File: src/rtl/id_stall_sequencer.sv
// id_stall_sequencer
// Decode-stage hazard detector and stall sequencer. It compares the ID
// operands against the EX/MEM destinations, works out how many cycles the
// front end must hold (0, 1 or 2), and drives PC/IF-ID holds, the ID/EX
// bubble and the taken-branch flush. A small FSM carries two-cycle stalls
// (branch on a load still in EX) over a STALL cycle and a HOLD_LAST cycle.
// StallCount is a saturating count of cycles spent with the PC held.

module id_stall_sequencer (
  input  logic        Clock,
  input  logic        Reset,
  input  logic [4:0]  rs_ID,
  input  logic [4:0]  rt_ID,
  input  logic        UsesRs_ID,
  input  logic        UsesRt_ID,
  input  logic        IsBranch_ID,
  input  logic        PCSel_ID,
  input  logic [4:0]  rDest_EX,
  input  logic        RegWrite_EX,
  input  logic        MemRead_EX,
  input  logic [4:0]  rDest_MEM,
  input  logic        RegWrite_MEM,
  input  logic        MemRead_MEM,
  output logic        Stall_PC,
  output logic        Stall_IF_ID,
  output logic        Bubble_ID_EX,
  output logic        Flush_IF_ID,
  output logic        StallBusy,
  output logic [15:0] StallCount
);

  localparam logic [1:0] RUN       = 2'd0;
  localparam logic [1:0] STALL     = 2'd1;
  localparam logic [1:0] HOLD_LAST = 2'd2;

  logic [1:0] state;
  logic [1:0] state_next;
  logic [1:0] down_count;
  logic [1:0] down_count_next;
  logic [1:0] depth;
  logic       ex_match;
  logic       mem_match;
  logic       stall_any;
  logic       flush_any;
  logic       busy_any;

  // Operand matches; register 0 is hardwired so it never creates a hazard
  always_comb begin
    ex_match  = (UsesRs_ID && (rs_ID != 5'd0) && (rs_ID == rDest_EX) && RegWrite_EX) ||
                (UsesRt_ID && (rt_ID != 5'd0) && (rt_ID == rDest_EX) && RegWrite_EX);
    mem_match = (UsesRs_ID && (rs_ID != 5'd0) && (rs_ID == rDest_MEM) && RegWrite_MEM) ||
                (UsesRt_ID && (rt_ID != 5'd0) && (rt_ID == rDest_MEM) && RegWrite_MEM);
  end

  // Required stall depth: branches resolve in ID so they also wait on ALU
  // results in EX and on loads in MEM; other instructions only wait on loads in EX
  always_comb begin
    depth = 2'd0;
    if (IsBranch_ID && ex_match && MemRead_EX) begin
      depth = 2'd2;
    end else if ((ex_match && MemRead_EX) ||
                 (IsBranch_ID && ex_match && !MemRead_EX) ||
                 (IsBranch_ID && mem_match && MemRead_MEM)) begin
      depth = 2'd1;
    end
  end

  // Next state and outputs: Mealy in RUN, Moore in STALL/HOLD_LAST, all forced low in reset
  always_comb begin
    state_next      = state;
    down_count_next = down_count;
    stall_any       = 1'b0;
    flush_any       = 1'b0;
    busy_any        = 1'b0;
    case (state)
      RUN: begin
        if (depth != 2'd0) begin
          stall_any = 1'b1;
          if (depth == 2'd2) begin
            state_next      = STALL;
            down_count_next = 2'd1;
          end
        end else begin
          flush_any = PCSel_ID;
        end
      end
      STALL: begin
        stall_any       = 1'b1;
        busy_any        = 1'b1;
        down_count_next = down_count - 2'd1;
        if (down_count <= 2'd1) begin
          state_next = HOLD_LAST;
        end
      end
      HOLD_LAST: begin
        busy_any        = 1'b1;
        state_next      = RUN;
        down_count_next = 2'd0;
      end
      default: begin
        state_next      = RUN;
        down_count_next = 2'd0;
      end
    endcase
    if (Reset) begin
      stall_any = 1'b0;
      flush_any = 1'b0;
      busy_any  = 1'b0;
    end
  end

  assign Stall_PC     = stall_any;
  assign Stall_IF_ID  = stall_any;
  assign Bubble_ID_EX = stall_any;
  assign Flush_IF_ID  = flush_any;
  assign StallBusy    = busy_any;

  // State, down-counter and saturating stall-cycle counter
  always_ff @(posedge Clock) begin
    if (Reset) begin
      state      <= RUN;
      down_count <= 2'd0;
      StallCount <= 16'd0;
    end else begin
      state      <= state_next;
      down_count <= down_count_next;
      if (stall_any && (StallCount != 16'hFFFF)) begin
        StallCount <= StallCount + 16'd1;
      end
    end
  end

endmodule

File: config.mk
export PLATFORM = sky130hd
export DESIGN_NAME = id_stall_sequencer
export DESIGN_NICKNAME = d
export VERILOG_FILES = /design/src/rtl/id_stall_sequencer.sv
export SDC_FILE = /design/constraint.sdc
export NUM_CORES = 1
export LEC_CHECK = 0
export BUFFER_PORTS_ARGS = -buffer_cell sky130_fd_sc_hd__buf_2
export CELL_PAD_IN_SITES_DETAIL_PLACEMENT = 2
export CELL_PAD_IN_SITES_GLOBAL_PLACEMENT = 2
export CORE_UTILIZATION = 24
export CTS_BUF_LIST = sky130_fd_sc_hd__clkbuf_4 sky130_fd_sc_hd__clkbuf_8 sky130_fd_sc_hd__clkbuf_16
export CTS_CLUSTER_SIZE = 40
export DETAILED_ROUTE_END_ITERATION = 10
export PLACE_DENSITY = 0.72
export SYNTH_ARGS = -nofsm -noshare
export SYNTH_HDL_FRONTEND = slang
export SYNTH_SLANG_ARGS = --single-unit
File: constraint.sdc
create_clock -name Clock -period 2 [get_ports Clock]
set_input_delay 0.1 -clock Clock [delete_from_list [all_inputs] [get_ports Clock]]
set_output_delay 0.1 -clock Clock [all_outputs]
set_load 0.005 [all_outputs]
==> results of run 1 <==
worst reg2reg max path, stage by stage (launching register included):
cell and delay [ns]:
sky130_fd_sc_hd__dfxtp_2 0.33, sky130_fd_sc_hd__inv_2 0.07, sky130_fd_sc_hd__ha_4 0.14, sky130_fd_sc_hd__and2b_2 0.15
sky130_fd_sc_hd__o211ai_1 0.11, sky130_fd_sc_hd__and3_4 0.21, sky130_fd_sc_hd__buf_4 0.16, sky130_fd_sc_hd__or4_1 0.51
sky130_fd_sc_hd__a21oi_1 0.15
metrics by stage:
step	total power, uW	util (%)
2_1_floorplan	493	-
4_1_cts	1010	35.7
3_3_place_gp	569	33.6
6_report	1010	36.7
3_5_place_dp	572	33.6
5_1_grt	1060	36.7
sequential cells by signal, indices dropped and copies added (netlist names):
signal	count
state	2
StallCount	16
down_count	2
path summary, 6_finish.rpt:
check	from	to	slack [ns]
setup / recovery	state[1]	StallCount[11]	0.11
hold / removal	Reset	StallCount[0]	0.22
setup reg to reg	state[1]	StallCount[11]	0.11
hold reg to reg	StallCount[7]	StallCount[7]	0.50
layer usage:
layer / vias up / global-route usage [%]
met5: - / 0
met4: 0 / 5.37
met3: 2 / 1.63
met2: 25 / 31.6
met1: 778 / 18.2
li1: 787 / -
power groups by stage:
stage	registers (uW)	logic [uW]	clock network [uW]
2_1_floorplan	413	80.4	0
3_3_place_gp	413	156	0
3_5_place_dp	414	159	0
4_1_cts	405	167	440
5_1_grt	407	194	458
6_report	405	178	430
Yosys cell counts, types with 7 or more instances:
cell type	number	area [um2]
sky130_fd_sc_hd__inv_1	7	26.3
sky130_fd_sc_hd__xor2_1	8	70.1
sky130_fd_sc_hd__dfxtp_1	20	400
sky130_fd_sc_hd__nand3_1	14	70.1
sky130_fd_sc_hd__xnor2_1	12	105
sky130_fd_sc_hd__a21oi_1	14	70.1
sky130_fd_sc_hd__o21ai_0	8	40.0
sky130_fd_sc_hd__nor2_1	10	37.5
sky130_fd_sc_hd__nor4_1	7	43.8
sky130_fd_sc_hd__nand2_1	9	33.8
repair_timing:
item / 4_1_cts / 5_1_grt
pin swaps: 3 / 6
buffers inserted: 2 / 0
endpoints found under the setup margin: 5 / 11
gates resized for setup: 8 / 16
final cells by class:
cell class | instances | share of cell area, %
clock buffer | 3 | 2.03
clock inverter | 1 | 1.48
inverter | 8 | 1.60
multi-input combinational | 140 | 48.4
sequential | 20 | 19.8
tap | 72 | 4.44
timing repair buffer | 75 | 22.2
cell families after synthesis:
| logic type | share of synthesized area, % |
|---|---|
| DFF | 28.7 |
| adders and majority gates | 3.59 |
| and+or+nand+nor | 30.2 |
| muxes | 1.52 |
| xor gates and xnor gates | 12.6 |
| buffers and inverters | 6.10 |
| AOI/OAI and AO/OA | 17.3 |
==> out/qor.txt, run 1 <==
Filler Cells Inserted: 686
Fraction of power consumed by combinational cells: 17.5%
Top_reg_cell synth: sky130_fd_sc_hd__dfxtp_1
Share of layout cells above drive strength 1: 41.3%
Portion of the post-synthesis area used by sequential elements: 28.7%
Depth of the CTS H-tree: 1
Master cell of the clock root buffer: sky130_fd_sc_hd__clkbuf_8
Clock network latency to the later pin of the worst-skew pair: 0.27 ns
Clk_skew: 0.00115 ns
Final max-slew violation count: 0
X dimension of the die: 78.2 um
Fin cells: 319
Initial Util: 25.2%
Highest net fanout along the worst path: 10
Number of DRC markers in iteration 0: 32
Clock sink count: 20
Top Metal Used: met4
Number of buffers inserted by port buffering: 50
Switching part of the total: 25.4%
Status: finished clean
Multi-input combinational cell area: 983 um2
Drt first pass iters: 4
Worst Path Arrival: 2.09 ns
Depth of the most critical reg-to-reg path: 8
Die area: 6120 um2
Overall routing resource usage: 16.2%
Detailed-route wire length: 4890 um
Peak Freq: 0.530 GHz
Async set-reset flop share out of synthesis: 0%
Sum of routed wire segments on met1: 2040 um
Total of endpoints with negative setup slack in the final report: 0
Seq pwr share: 40.0%
Number of nets in the finished design: 282
Areal power density over the cells: 499 nW/um2
Number of register bits inferred by synthesis: 20
Cell count after synthesis: 175
Clk pin slew, worst setup/hold paths: 0.09 ns
Antenna violation net count after detailed routing: 0
Top Ports: 51
Number of antenna cells inserted: 0
Aggregate negative setup slack: 0 ns
Pre-CTS setup slack: -0.190 ns
Mean instance size in the synthesized netlist: 7.97 um2
Post-DP HPWL: 3840 um
Power share of the clock group: 42.5%
Instance area after placement: 1860 um2
Tightest Pin Transition: 0.459 ns
Detail Route met2 WL: 2700 um
Number of hold buffers added after cts: 0
Final routed DRC violation total: 0
Crit path depth: 8
Distinct cells, synth: 42
First-pass GRT wire length: 7980 um
Post-synthesis instance area: 1400 um2
Number of antenna violations at the first check in global routing: 0
Wire length per cell after detailed routing: 15.3 um
Number of global-route vias before repair: 1760
Synth warnings: 0
Placement row count: 27
Type of element capturing the critical path: flop
Sequential Area: 403 um2
Area overhead of the layout relative to synthesis: 45.6%
Max stage delay cell, worst path: sky130_fd_sc_hd__or4_1
Vias after detailed routing: 1592
Synthesized netlist net count: 209
Largest net degree at the start of global routing: 13
Share of the cycle needed by the critical path after routing: 94.4%
Kind of path behind the tightest hold check: input pin to flop
Final critical path time including I/O delays and setup: 1.89 ns
Placeable core region: 5540 um2
Number of buffers on the longest clock path: 2
Peak VDD IR: 241 uV
Rel. slew slack: 69.1%
Global route overflow: 0
Routed length on met3: 121 um
Largest stage delay, worst path: 0.51 ns
Routed vias/inst: 4.99
CTS tree: built
Most common cell after layout, fill and taps aside: sky130_fd_sc_hd__buf_2
Routability cong.: 0.720
Type of the worst setup path: flop to flop
Commonest cells after routing, fill and taps aside: 48 x sky130_fd_sc_hd__buf_2, 25 x sky130_fd_sc_hd__buf_4, 18 x sky130_fd_sc_hd__dfxtp_1, 14 x sky130_fd_sc_hd__nand3_1, 13 x sky130_fd_sc_hd__a21oi_1
Setup ws final: 0.112 ns
Max Cap Violations: 0
Hold Path Stages: 3
Element type at the critical path start: flop
Leak: 0.000835 uW
Cell internal pwr: 756 uW
Buffers and inverters on the worst path: 2
Placed instance count: 314
Top Family by Delay on Critical Path: simple AND/OR/NAND/NOR gates
Number of flops mapped to enable cells by yosys: 0
Required arrival time at the worst endpoint: 2.21 ns
Cell chain of the critical path: inv_2 > ha_4 > and2b_2 > o211ai_1 > and3_4 > buf_4 > or4_1 > a21oi_1
Hold Worst Slack: 0.216 ns
Net switching power: 257 uW
TritonCTS buffer count: 3
Final number of hold-violating endpoints: 0
DIE HEIGHT: 78.2 um
Area of all placed cells without fillers: 2030 um2
No activity file was read; power rests on OpenSTA's default activity.
==> run 2: changes to the inputs <==
--- a/config.mk
+++ b/config.mk
@@ -8,11 +8,12 @@
 export BUFFER_PORTS_ARGS = -buffer_cell sky130_fd_sc_hd__buf_2
 export CELL_PAD_IN_SITES_DETAIL_PLACEMENT = 2
 export CELL_PAD_IN_SITES_GLOBAL_PLACEMENT = 2
-export CORE_UTILIZATION = 24
+export CORE_UTILIZATION = 27
 export CTS_BUF_LIST = sky130_fd_sc_hd__clkbuf_4 sky130_fd_sc_hd__clkbuf_8 sky130_fd_sc_hd__clkbuf_16
 export CTS_CLUSTER_SIZE = 40
 export DETAILED_ROUTE_END_ITERATION = 10
-export PLACE_DENSITY = 0.72
+export PLACE_DENSITY = 0.77
+export SLEW_MARGIN = 25
 export SYNTH_ARGS = -nofsm -noshare
 export SYNTH_HDL_FRONTEND = slang
 export SYNTH_SLANG_ARGS = --single-unit
==> constraint.sdc (replaced) <==
create_clock -name Clock -period 1.97 [get_ports Clock]
set_input_delay 0.0985 -clock Clock [delete_from_list [all_inputs] [get_ports Clock]]
set_output_delay 0.0985 -clock Clock [all_outputs]
set_load 0.005 [all_outputs]
==> run 2 against run 1 <==
  * The flow now finishes with violations (setup timing)
  * Die area is 11% lower
  * Sequential share of layout area is 1.5 points lower
  * Maximum frequency is 4.5% lower
  * First-iteration DRC count grew 50%
  * Register-to-register slack lost 0.12 ns
  * Worst setup slack got worse by 0.12 ns
  * Clock power shrank 2%
  * Combinational power is 24% higher
  * Largest power group unchanged
  * Highest routed layer unchanged
==> out/qor.txt, run 2 (same netlist as run 1, synthesis figures left out) <==
Area overhead of the layout relative to synthesis: 57.6%
Kind of path behind the tightest hold check: input pin to flop
Largest register by flop count: StallCount
X dimension of the die: 73.9 um (-5.6%)
Drt first pass iters: 4 (unchanged)
Tightest Pin Transition: 0.532 ns (+0.0728 ns)
Final max-slew violation count: 0 (unchanged)
First-pass GRT wire length: 9390 um (+18%)
Routability cong.: 0.903 (+25%)
Antenna violation net count after detailed routing: 0 (unchanged)
Detailed-route wire length: 6320 um (+29%)
Power share of the clock group: 40.0% (-2.5 points)
Setup ws final: -0.00603 ns (-0.118 ns)
Areal power density over the cells: 479 nW/um2 (-4.1%)
Highest net fanout along the worst path: 11 (+1)
Number of antenna violations at the first check in global routing: 0 (unchanged)
Total of endpoints with negative setup slack in the final report: 1 (+1)
Filler Cells Inserted: 548 (-20%)
Type of element capturing the critical path: flop
Element type at the critical path start: flop
Net switching power: 266 uW (+3.6%)
Peak Freq: 0.506 GHz (-4.5%)
Depth of the CTS H-tree: 1 (unchanged)
Fraction of power consumed by combinational cells: 20.9% (+3.4 points)
Clock network latency to the later pin of the worst-skew pair: 0.27 ns (about the same)
DIE HEIGHT: 73.9 um (-5.6%)
Violated checks: setup timing
Placed instance count: 311 (-0.96%)
TritonCTS buffer count: 3 (unchanged)
Number of nets in the finished design: 292 (+3.5%)
Clock sink count: 20 (unchanged)
Final critical path time including I/O delays and setup: 1.98 ns (+0.0882 ns)
Setup repair after global routing missed its margin: yes
Required arrival time at the worst endpoint: 2.18 ns (-0.03 ns)
CTS tree: built
Leak: 0.000903 uW (+8.0%)
Largest net degree at the start of global routing: 17 (+4)
Vias after detailed routing: 1703 (+7.0%)
Global route overflow: 0 (unchanged)
Placeable core region: 4850 um2 (-12%)
Number of antenna cells inserted: 0 (unchanged)
Placement row count: 25 (-7.4%)
Share of the cycle needed by the critical path after routing: 100% (+5.9 points)
Top Ports: 51 (unchanged)
Type of the worst setup path: flop to flop
Number of buffers inserted by port buffering: 50 (unchanged)
Fin cells: 324 (+1.6%)
Master cell of the clock root buffer: sky130_fd_sc_hd__clkbuf_8
Worst Path Arrival: 2.18 ns (+0.09 ns)
Commonest cells after routing, fill and taps aside: 45 x sky130_fd_sc_hd__buf_2, 33 x sky130_fd_sc_hd__buf_4, 17 x sky130_fd_sc_hd__dfxtp_1, 14 x sky130_fd_sc_hd__nand3_1, 12 x sky130_fd_sc_hd__xnor2_1
Peak VDD IR: 463 uV (+92%)
Number of global-route vias before repair: 1897 (+7.8%)
Hold Worst Slack: 0.312 ns (+0.0964 ns)
Cell internal pwr: 786 uW (+3.9%)
Initial Util: 28.8% (+3.6 points)
Clk pin slew, worst setup/hold paths: 0.09 ns (about the same)
Number of buffers on the longest clock path: 2 (unchanged)
Switching part of the total: 25.3% (-0.053 points)
Final number of hold-violating endpoints: 0 (unchanged)
Share of layout cells above drive strength 1: 49.4% (+8.1 points)
Die area: 5460 um2 (-11%)
Status: finished with violations
Biggest registers after layout: StallCount: 16 flops, down_count: 2 flops, state: 2 flops
Most common cell after layout, fill and taps aside: sky130_fd_sc_hd__buf_2
Rel. slew slack: 64.2% (-4.9 points)
Clk_skew: 0.0129 ns (+0.0118 ns)
Final routed DRC violation total: 0 (unchanged)
Number of DRC markers in iteration 0: 48 (+50%)
Number of flip-flops in the largest register: 16 (unchanged)
Post-DP HPWL: 4110 um (+7.0%)
Overall routing resource usage: 22.7% (+6.4 points)
Routed vias/inst: 5.26 (+5.3%)
Seq pwr share: 39.1% (-0.9 points)
Max Cap Violations: 0 (unchanged)
Wire length per cell after detailed routing: 19.5 um (+27%)
[run 2: cell types whose count changed in the layout (fill, tap and decap cells not counted), sizes merged]
cell,delta
buf,+10
[run 2: layer usage]
layer  GRT usage [%]  up-vias  part of all wire, %
li1                -      813                    -
met1            26.2      846                   41
met2            43.7       34                   55
met3            3.84       10                  2.4
met4            3.63        0                  1.6
met5               0        -                    0
[run 2: through the flow]
stage	cell area [um2]	util, %	worst slack (ns)	TNS, ns	total power [uW]
2_1_floorplan	1400	-	0.0745	0	501
3_3_place_gp	1880	38.8	-0.244	-2.13	586
3_5_place_dp	1880	38.8	-0.286	-2.87	591
4_1_cts	2070	42.7	0.00638	0	1030
5_1_grt	2200	45.3	-0.0691	-0.490	1090
6_report	2200	45.3	-0.00603	-0.00603	1050
[run 2: final timing paths]
path | slack (ns) | end | cells after the start | startpoint
max reg2reg | -0.006 | StallCount[11] | 9 | state[0]
max | -0.006 | StallCount[11] | 9 | state[0]
min reg2reg | 0.52 | StallCount[7] | 2 | StallCount[7]
min | 0.31 | StallCount[7] | 3 | Reset
[run 2: layout make-up]
type                    count  area (um2)  share of cell area [%]
clock inverters             1        30.0                    1.37
well taps                  67        83.8                    3.81
inverters                   8        32.5                    1.48
multi-input cells         140        1040                    47.4
repair buffers             85         564                    25.7
clock buffers               3        41.3                    1.88
flip-flops and latches     20         404                    18.4
[run 2: timing repair]
action	in CTS	in global routing
gates resized for setup	21	25
setup endpoints to repair	6	14
buffers inserted	6	5
pin swaps	8	13
hold buffers	0	0
[run 2: power groups by stage]
stage          registers [uW]  clock network [uW]  logic, uW
2_1_floorplan             419                   0       81.7
3_3_place_gp              419                   0        167
3_5_place_dp              420                   0        171
4_1_cts                   411                 431        191
5_1_grt                   412                 446        235
6_report                  411                 421        220
[run 2: critical path: stages (launching register included)]
cell and delay (ns):
sky130_fd_sc_hd__dfxtp_2 0.34, sky130_fd_sc_hd__buf_4 0.11, sky130_fd_sc_hd__buf_4 0.10, sky130_fd_sc_hd__ha_2 0.22, sky130_fd_sc_hd__nand2_1 0.10, sky130_fd_sc_hd__and3_4 0.18, sky130_fd_sc_hd__buf_12 0.13, sky130_fd_sc_hd__buf_8 0.13
sky130_fd_sc_hd__or4_1 0.47, sky130_fd_sc_hd__a21oi_1 0.15
==> run 3: changes to the inputs <==
--- a/config.mk
+++ b/config.mk
@@ -12,8 +12,9 @@
 export CTS_BUF_LIST = sky130_fd_sc_hd__clkbuf_4 sky130_fd_sc_hd__clkbuf_8 sky130_fd_sc_hd__clkbuf_16
 export CTS_CLUSTER_SIZE = 40
 export DETAILED_ROUTE_END_ITERATION = 10
-export PLACE_DENSITY = 0.77
+export PLACE_DENSITY = 0.88
 export SLEW_MARGIN = 25
 export SYNTH_ARGS = -nofsm -noshare
 export SYNTH_HDL_FRONTEND = slang
 export SYNTH_SLANG_ARGS = --single-unit
+export TNS_END_PERCENT = 100
==> run 3 against run 2 <==
  * The run still ends with setup timing left
  * Non-clock buffer count increased by 3
  * Power increased by 5.9%
  * Sequential share of layout area is 1.0 points lower
  * Combinational power is 22% higher
  * Sequential power is essentially flat
  * Flip-flop and latch count stayed put
  * Via count rose by 5.4%
==> out/qor.txt, run 3 (same netlist as run 1, synthesis figures left out) <==
Max Cap Violations: 0 (unchanged)
Clock network latency to the later pin of the worst-skew pair: 0.28 ns (about the same)
Total of endpoints with negative setup slack in the final report: 10 (+9)
Commonest cells after routing, fill and taps aside: 43 x sky130_fd_sc_hd__buf_2, 32 x sky130_fd_sc_hd__buf_4, 18 x sky130_fd_sc_hd__dfxtp_1, 14 x sky130_fd_sc_hd__nand3_1, 11 x sky130_fd_sc_hd__xnor2_1
Violated checks: setup timing
Placement row count: 25 (unchanged)
Number of nets in the finished design: 295 (+1.0%)
Filler Cells Inserted: 533 (-2.7%)
Largest register by flop count: StallCount
Seq pwr share: 37.0% (-2.1 points)
Number of antenna cells inserted: 0 (unchanged)
Peak VDD IR: 441 uV (-4.7%)
Largest net degree at the start of global routing: 13 (-4)
Number of antenna violations at the first check in global routing: 0 (unchanged)
Number of buffers on the longest clock path: 2 (unchanged)
Areal power density over the cells: 481 nW/um2 (+0.38%)
Highest net fanout along the worst path: 7 (-4)
Hold Worst Slack: 0.228 ns (-0.0845 ns)
Routed vias/inst: 5.49 (+4.4%)
Share of the cycle needed by the critical path after routing: 104% (+3.4 points)
Depth of the CTS H-tree: 1 (unchanged)
Top Ports: 51 (unchanged)
CTS tree: built
Leak: 0.000940 uW (+4.1%)
Required arrival time at the worst endpoint: 2.18 ns (about the same)
Number of DRC markers in iteration 0: 61 (+27%)
Element type at the critical path start: input pin
Overall routing resource usage: 24.3% (+1.6 points)
Routability cong.: 0.817 (-9.5%)
Biggest registers after layout: StallCount: 16 flops, down_count: 2 flops, state: 2 flops
Tightest Pin Transition: 0.731 ns (+0.199 ns)
Number of global-route vias before repair: 1952 (+2.9%)
Status: finished with violations
Final max-slew violation count: 0 (unchanged)
Master cell of the clock root buffer: sky130_fd_sc_hd__clkbuf_8
Number of buffers inserted by port buffering: 50 (unchanged)
Hold Path Stages: 3 (unchanged)
Global route overflow: 0 (unchanged)
Power share of the clock group: 39.0% (-1.0 points)
Final number of hold-violating endpoints: 0 (unchanged)
Die area: 5460 um2 (unchanged)
Most common cell after layout, fill and taps aside: sky130_fd_sc_hd__buf_2
Net switching power: 307 uW (+15%)
Vias after detailed routing: 1795 (+5.4%)
Drt first pass iters: 4 (unchanged)
Fraction of power consumed by combinational cells: 24.1% (+3.2 points)
Type of element capturing the critical path: flop
Number of flip-flops in the largest register: 16 (unchanged)
Area overhead of the layout relative to synthesis: 66.2%
Instance area after placement: 1870 um2 (-0.40%)
Final routed DRC violation total: 0 (unchanged)
Post-DP HPWL: 4260 um (+3.5%)
Switching part of the total: 27.6% (+2.2 points)
Setup ws final: -0.0740 ns (-0.0679 ns)
Depth of the most critical reg-to-reg path: 9 (unchanged)
Worst Path Arrival: 2.26 ns (+0.08 ns)
Clk_skew: 0.0120 ns (-0.000880 ns)
X dimension of the die: 73.9 um (unchanged)
Area of all placed cells without fillers: 2320 um2 (+5.5%)
DIE HEIGHT: 73.9 um (unchanged)
First-pass GRT wire length: 9870 um (+5.1%)
Cell internal pwr: 807 uW (+2.7%)
Wire length per cell after detailed routing: 23.7 um (+21%)
Setup repair after global routing missed its margin: yes
Peak Freq: 0.489 GHz (-3.3%)
Type of the worst setup path: input pin to flop
Clock sink count: 20 (unchanged)
Clk pin slew, worst setup/hold paths: 0.07 ns (-0.02 ns)
Share of layout cells above drive strength 1: 50.8% (+1.4 points)
Initial Util: 28.8% (unchanged)
Placeable core region: 4850 um2 (unchanged)
Final critical path time including I/O delays and setup: 2.04 ns (+0.0679 ns)
Kind of path behind the tightest hold check: input pin to flop
Rel. slew slack: 50.7% (-13 points)
Antenna violation net count after detailed routing: 0 (unchanged)
TritonCTS buffer count: 3 (unchanged)
Detailed-route wire length: 7740 um (+22%)
==> run 3: cell count changes in the layout (fill, tap and decap cells not counted), moves of 2 or more <==
| cell | change |
|---|---|
| sky130_fd_sc_hd__a21oi_1 | -3 |
| sky130_fd_sc_hd__a21oi_2 | +3 |
| sky130_fd_sc_hd__buf_2 | -2 |
| sky130_fd_sc_hd__buf_6 | +4 |
| sky130_fd_sc_hd__nor4_4 | +2 |
| sky130_fd_sc_hd__o21ai_0 | -2 |
| sky130_fd_sc_hd__o21ai_1 | +2 |
==> run 3: metrics by stage <==
stage	setup WS, ns	TNS, ns	instances	util, %	power (uW)
after CTS	0.00612	0	320	43.6	1050
after floorplan	0.0745	0	175	-	501
final	-0.0740	-0.348	327	47.8	1110
after global routing	-0.148	-1.57	327	47.8	1150
after detailed placement	-0.340	-4.84	310	38.7	596
after global placement	-0.167	-1.70	310	38.7	584
==> run 3: layout make-up <==
type | instances | area [um2] | area share (%)
multi-input combinational | 140 | 1100 | 47.3
tap | 67 | 83.8 | 3.62
inverter | 8 | 37.5 | 1.62
timing repair buffer | 88 | 627 | 27.0
clock inverter | 1 | 30.0 | 1.30
clock buffer | 3 | 41.3 | 1.78
sequential | 20 | 403 | 17.4
==> run 3: worst max-delay path, stage by stage <==
cell	delay, ns
sky130_fd_sc_hd__buf_8	0.10
sky130_fd_sc_hd__or4_4	0.54
sky130_fd_sc_hd__o21ai_4	0.21
sky130_fd_sc_hd__nor4_4	0.08
sky130_fd_sc_hd__o211ai_1	0.31
sky130_fd_sc_hd__and3_4	0.29
sky130_fd_sc_hd__buf_12	0.14
sky130_fd_sc_hd__inv_8	0.04
sky130_fd_sc_hd__buf_4	0.14
sky130_fd_sc_hd__a21oi_2	0.14
sky130_fd_sc_hd__o21a_1	0.17
==> run 3: power by group through the flow <==
stage               Clock, uW  Sequential (uW)  Combinational [uW]
detailed placement          0              420                 176
global route              457              412                 281
global placement            0              419                 165
floorplan                   0              419                81.7
CTS                       436              412                 202
finish                    434              412                 268
==> run 3: what timing repair did <==
item / in CTS / in global routing
pin swaps: 8 / 20
buffers inserted: 7 / 9
resized for setup: 30 / 38
setup endpoints to repair: 14 / 19
hold buffers: 0 / 0
==> run 3: path summary, 6_finish.rpt <==
path / startpoint / endpoint / slack [ns]
worst min register to register: StallCount[7] / StallCount[7] / 0.53
worst max-delay path: rt_ID[4] / StallCount[3] / -0.07
worst max register to register: state[1] / StallCount[12] / 0.01
worst min-delay path: Reset / StallCount[0] / 0.23
==> run 3: metal layers <==
metal / track usage (%) / up-vias / share of wire (%)
li1: - / 819 / -
met1: 25.9 / 902 / 38
met2: 45.5 / 48 / 55
met3: 5.35 / 26 / 3.8
met4: 10.7 / 0 / 4.1
met5: 0 / - / 0
